### src/rtl/trdb_resync_ctrl.sv
// rtl/trdb_resync_ctrl.sv - trace resync request controller (branch-map flush + sync packet)
//
// Purpose:
//   Watches the resync counter status and asks the packetizer for a sync
//   packet when one is owed. Unreported branches are flushed first (format
//   01) so the sync packet (format 11) starts from an empty branch map. A
//   pre-emptive flush is issued one count before the sync becomes due.
//
// Ports:
//   clk_i, rst_ni         clock, asynchronous active-low reset
//   trace_enabled_i       trace qualified by filter; low aborts any request
//   gt_resync_max_i       resync counter at max, sync owed (sampled in IDLE)
//   et_resync_max_i       resync counter one below max (sampled in IDLE)
//   iretire_i             qualified instruction retired
//   branch_map_cnt_i      unreported branches held in the branch map
//   packet_valid_o        registered packet request
//   packet_format_o       registered format: 01 flush, 11 sync
//   packet_ready_i        packetizer accepts the request
//   packet_emitted_o      valid && ready, feeds the resync counter
//   resync_rst_o          one-cycle pulse after an accepted sync packet
//   resync_pending_o      a sync is owed and not yet accepted
//   timeout_o             one-cycle pulse when a stalled request is abandoned
//
// Configuration:
//   TRDB_RESYNC_TIMEOUT_EN  when defined, a stall watchdog abandons a request
//                           after TIMEOUT_CYCLES stalled cycles and returns
//                           to PENDING; when undefined, timeout_o is 0.

module trdb_resync_ctrl #(
    parameter int unsigned TIMEOUT_CYCLES = 255
) (
    input  logic       clk_i,
    input  logic       rst_ni,
    input  logic       trace_enabled_i,
    input  logic       gt_resync_max_i,
    input  logic       et_resync_max_i,
    input  logic       iretire_i,
    input  logic [5:0] branch_map_cnt_i,
    output logic       packet_valid_o,
    output logic [1:0] packet_format_o,
    input  logic       packet_ready_i,
    output logic       packet_emitted_o,
    output logic       resync_rst_o,
    output logic       resync_pending_o,
    output logic       timeout_o
);

    typedef enum logic [1:0] {
        IDLE    = 2'd0,
        PENDING = 2'd1,
        FLUSH   = 2'd2,
        SYNC    = 2'd3
    } state_e;

    localparam logic [1:0] FMT_NONE  = 2'b00;
    localparam logic [1:0] FMT_FLUSH = 2'b01;
    localparam logic [1:0] FMT_SYNC  = 2'b11;

    state_e     state_q, state_d;
    logic       gt_seen_q, gt_seen_d;
    logic       valid_q, valid_d;
    logic [1:0] format_q, format_d;
    logic       resync_rst_q, resync_rst_d;
    logic       timeout_q, timeout_d;
    logic       handshake;
    logic       stall_expired;

    assign handshake = valid_q && packet_ready_i;

`ifdef TRDB_RESYNC_TIMEOUT_EN
    localparam logic [15:0] STALL_LAST = 16'(TIMEOUT_CYCLES - 1);

    logic [15:0] stall_cnt_q, stall_cnt_d;

    // Fires on the TIMEOUT_CYCLES-th consecutive stalled cycle.
    assign stall_expired = valid_q && !packet_ready_i && (stall_cnt_q == STALL_LAST);

    always_comb begin
        stall_cnt_d = 16'd0;
        if (valid_q && !packet_ready_i && (state_d == state_q)) begin
            stall_cnt_d = stall_cnt_q + 16'd1;
        end
    end

    always_ff @(posedge clk_i or negedge rst_ni) begin
        if (!rst_ni) begin
            stall_cnt_q <= 16'd0;
        end else begin
            stall_cnt_q <= stall_cnt_d;
        end
    end
`else
    logic unused_timeout_cfg;

    assign stall_expired      = 1'b0;
    assign unused_timeout_cfg = (TIMEOUT_CYCLES != 0);
`endif

    always_comb begin
        state_d   = state_q;
        gt_seen_d = gt_seen_q;

        unique case (state_q)
            IDLE: begin
                if (trace_enabled_i) begin
                    if (gt_resync_max_i) begin
                        state_d = PENDING;
                    end else if (et_resync_max_i && (branch_map_cnt_i != 6'd0)) begin
                        state_d = FLUSH;
                    end
                end
            end
            PENDING: begin
                // Wait for a retirement so the sync carries a fresh address.
                if (iretire_i) begin
                    state_d = (branch_map_cnt_i != 6'd0) ? FLUSH : SYNC;
                end
            end
            FLUSH: begin
                if (handshake) begin
                    state_d = gt_seen_q ? SYNC : PENDING;
                end else if (stall_expired) begin
                    state_d = PENDING;
                end
            end
            SYNC: begin
                if (handshake) begin
                    state_d = IDLE;
                end else if (stall_expired) begin
                    state_d = PENDING;
                end
            end
            default: state_d = IDLE;
        endcase

        if (!trace_enabled_i) begin
            state_d = IDLE;
        end

        // PENDING always means a sync is owed, so any flush issued from there
        // (including after a pre-emptive flush or a timeout) chains into SYNC.
        if (state_d == IDLE) begin
            gt_seen_d = 1'b0;
        end else if (state_d == PENDING) begin
            gt_seen_d = 1'b1;
        end

        valid_d  = (state_d == FLUSH) || (state_d == SYNC);
        format_d = (state_d == SYNC)  ? FMT_SYNC :
                   (state_d == FLUSH) ? FMT_FLUSH : FMT_NONE;

        // An accepted sync clears the counter even if trace drops that cycle.
        resync_rst_d = handshake && (state_q == SYNC);
        timeout_d    = stall_expired && trace_enabled_i;
    end

    always_ff @(posedge clk_i or negedge rst_ni) begin
        if (!rst_ni) begin
            state_q      <= IDLE;
            gt_seen_q    <= 1'b0;
            valid_q      <= 1'b0;
            format_q     <= FMT_NONE;
            resync_rst_q <= 1'b0;
            timeout_q    <= 1'b0;
        end else begin
            state_q      <= state_d;
            gt_seen_q    <= gt_seen_d;
            valid_q      <= valid_d;
            format_q     <= format_d;
            resync_rst_q <= resync_rst_d;
            timeout_q    <= timeout_d;
        end
    end

    assign packet_valid_o   = valid_q;
    assign packet_format_o  = format_q;
    assign packet_emitted_o = handshake;
    assign resync_rst_o     = resync_rst_q;
    assign timeout_o        = timeout_q;
    assign resync_pending_o = (state_q == PENDING) || (state_q == SYNC) ||
                              ((state_q == FLUSH) && gt_seen_q);

endmodule

### config.mk
export PLATFORM = sky130hd
export DESIGN_NAME = trdb_resync_ctrl
export DESIGN_NICKNAME = d
export VERILOG_FILES = /design/src/rtl/trdb_resync_ctrl.sv
export SDC_FILE = /design/constraint.sdc
export NUM_CORES = 1
export LEC_CHECK = 0
export BUFFER_PORTS_ARGS = -buffer_cell sky130_fd_sc_hd__buf_2
export CORE_AREA = 4 4 41 43
export CTS_CLUSTER_DIAMETER = 100
export DETAILED_ROUTE_END_ITERATION = 10
export DIE_AREA = 0 0 45 47
export PLACE_DENSITY_LB_ADDON = 0.3
export RECOVER_POWER = 50
export SYNTH_ARGS = -nofsm -noshare
export SYNTH_HDL_FRONTEND = slang
export SYNTH_SLANG_ARGS = --single-unit
### constraint.sdc
create_clock -name clk_i -period 1.6 [get_ports clk_i]
set_input_delay 0.32 -clock clk_i [delete_from_list [all_inputs] [get_ports clk_i]]
set_output_delay 0.32 -clock clk_i [all_outputs]
set_load 0.01 [all_outputs]
==> results_dict.tcl <==
set metrics [dict create \
    layout-drive-gt1-share_pct 43.1 \
    worst_r2r_startpoint "state_q[0]" \
    synth.top_cells.by_area "dfrtp_1, and2_1, nor3_4, buf_4, nand3b_1" \
    worstPathArrival_ns 1.49 \
    routed-via-count 275 \
    core-area_um2 1300 \
    post_cts_buffers 0 \
    cp_cell_sequence "buf_2 > or4_4 > nor3_4 > o211ai_2 > a31o_1" \
    worst_hold_class "input pin to flip-flop" \
    grt_max_degree 8 \
    finish.cell_count_without_fillers 66 \
    remaining_global_route_overflow 0 \
    final_max_slew_viol_count 0 \
    hold_viol_final 0 \
    synthesis.instances 31 \
    post-synth-top-area-fraction_pct 45.5 \
    drt_pre_antenna_iters 3 \
    cts.reportedPaths.clkPinSlew_ns 0.04 \
    ys_seq_area_share_pct 45.5 \
    worstReg2RegEnd "packet_format_o[1]" \
    postCtsResizedCells 0 \
    wire_per_inst_um 10.7 \
    clk_root_buffer_cell "clkbuf_4" \
    drt_iter0_drc 2 \
    post_synth.cell_area_avg_um2 10.7 \
    p_leak_nw 0.247 \
    ctsLongestPathBuffers 2 \
    worstSkewPairLatency_ns 0.23 \
    crit_slowest_cell "or4_4" \
    number_of_rows_created_at_floorplan 13 \
    areaGrowthSynthToFinish_pct 37.1 \
    crit_path_max_fanout 4 \
    ys_types 19 \
    utilization_pct 34.8 \
    rsz0062_at_grt "false" \
    design_power_total_mw 0.430 \
    p_per_area_nw_per_um2 949 \
    worst_clock_skew_ns 0.000281 \
    die_w_um 45 \
    antenna_violations_before_repair 0 \
    final_worst_hold_slack_ns 0.342 \
    die_h_um 47 \
    yosys_warnings 0 \
    cap_violations 0 \
    die_area_um2 2120 \
    drt_drc_violations_left 0 \
    timing.critical_path.to_type "flip-flop" \
    tritoncts "yes" \
    critical-path-max-stage-delay_ns 0.54 \
    antennaDiodeCount 0 \
    max-vdd-ir-drop_mv 0.349 \
    cp_data_required_time_ns 1.72 \
    finalSetupViolations 0 \
    worstHoldPathCells 2 \
    routed_wl_um 704 \
    synth_top_cell_by_area "dfrtp_1" \
    viasPerCell 4.17 \
    layout_min_cycle_time_ns 1.37 \
    post_synthesis_sequential_element_count 6 \
    dp_cells 62 \
    worst_hold_startpoint "trace_enabled_i" \
    clock_sink_count 6 \
    placer_s_final_routability_congestion_estimate 0.645 \
    start_util_pct 25.4 \
    number_of_global_route_vias_before_repair 290 \
    reg2reg_slack_ns 0.27 \
    fin_crit_sh_pct 85.6 \
    outcome "completed" \
    synth.cell_area_um2 330 \
    timing_worst_setup_path_type "input pin to flip-flop" \
    worst_r2r_path_depth 4 \
    route.antenna.remaining_nets 0 \
    ioPinCount 20 \
    grt_util_all_layers_pct 7.27 \
    grt_pass1_wl_um 1080 \
    cp-start-kind "input pin" \
    nets 66 \
    final.setup.tns_ns 0 \
    cts_hold_repair.buffers 1 \
    detailed_place_hpwl_um 599 \
    clock.fmax_mhz 730 \
    min_to "state_q[1]" \
    postSynthNetCount 44 \
    number_of_h_tree_levels 1 \
    cts_buffers 3 \
    buffer_ports.inserted 18 \
]
==> worst max-delay path, delay by kind of cell <==
kind / cells / cell delay [ns]
AND/OR/NAND/NOR: 2 / 0.69
AO/OA/AOI/OAI: 2 / 0.38
buffers and inverters: 1 / 0.09
==> state kept, by name, summed over array words and instances, names as in the netlist <==
name / flops
state_q: 2
gt_seen_q: 1
packet_format_o: 1
packet_valid_o: 1
resync_rst_o: 1
==> report_power, final <==
part	total, mW	switching [mW]	internal [mW]
clock	0.130	0.0460	0.0843
sequential	0.191	0.0191	0.171
combinational	0.109	0.0521	0.0568
==> Yosys cell counts (all sizes together) <==
cell type	count
dfrtp	6
and2	3
and3	2
buf	2
inv	2
nand2	2
nand3b	2
nor3	2
a21bo	1
a21o	1
a311oi	1
a31o	1
conb	1
nor2b	1
o211ai	1
o21a	1
o21ai	1
or4	1
==> metal layers <==
metal | GRT usage [%] | part of all wire [%] | vias to the layer above
li1 | - | - | 147
met1 | 7.28 | 40 | 119
met2 | 11.6 | 51 | 9
met3 | 2.68 | 8.7 | 0
met4 | 7.02 | 0 | 0
met5 | 0 | 0 | -
==> cells in the final DEF (no fill, tap or decap), types with 2 or more instances in the layout <==
master | synthesis | final
buf_2 | 0 | 15
dfrtp_1 | 6 | 6
and2_1 | 3 | 3
clkbuf_4 | 0 | 3
clkbuf_1 | 0 | 3
nand2_1 | 2 | 2
inv_1 | 2 | 2
nand3b_1 | 2 | 2
and3_1 | 2 | 2
==> kinds of logic (layout without fill, tap and decap cells) <==
| kind of cell | Yosys count | after routing | share of synthesized area (%) |
|---|---|---|---|
| flip-flops | 6 | 6 | 45.5 |
| buffers and inverters | 4 | 24 | 6.82 |
| AND/OR/NAND/NOR | 13 | 13 | 28.0 |
| other | 1 | 1 | 1.14 |
| AO/OA/AOI/OAI | 7 | 7 | 18.6 |
==> worst max-delay path by stage <==
stage	startpoint	to	slack, ns	cells past startpoint
floorplan	branch_map_cnt_i[1]	gt_seen_q	0.16	4
finish	branch_map_cnt_i[1]	gt_seen_q	0.23	5
CTS	branch_map_cnt_i[1]	gt_seen_q	0.23	5
global route	state_q[0]	gt_seen_q	0.08	4
global placement	branch_map_cnt_i[1]	gt_seen_q	-0.003	5
detailed placement	branch_map_cnt_i[1]	gt_seen_q	-0.02	5
==> layout make-up <==
cell class | count | area (µm²)
clock buffers | 3 | 22.5
fillers | 146 | 848
inverters | 2 | 7.51
multi-input cells | 21 | 158
flip-flops and latches | 6 | 150
well taps | 15 | 18.8
repair buffers | 19 | 96.3
==> through the flow <==
| step | setup slack [ns] | instance area [µm²] |
|---|---|---|
| floorplan | 0.163 | 330 |
| global placement | -0.00269 | 424 |
| detailed placement | -0.0212 | 424 |
| CTS | 0.231 | 457 |
| global route | 0.0836 | 453 |
| finish | 0.230 | 453 |
No activity file was read; power rests on OpenSTA's default activity.
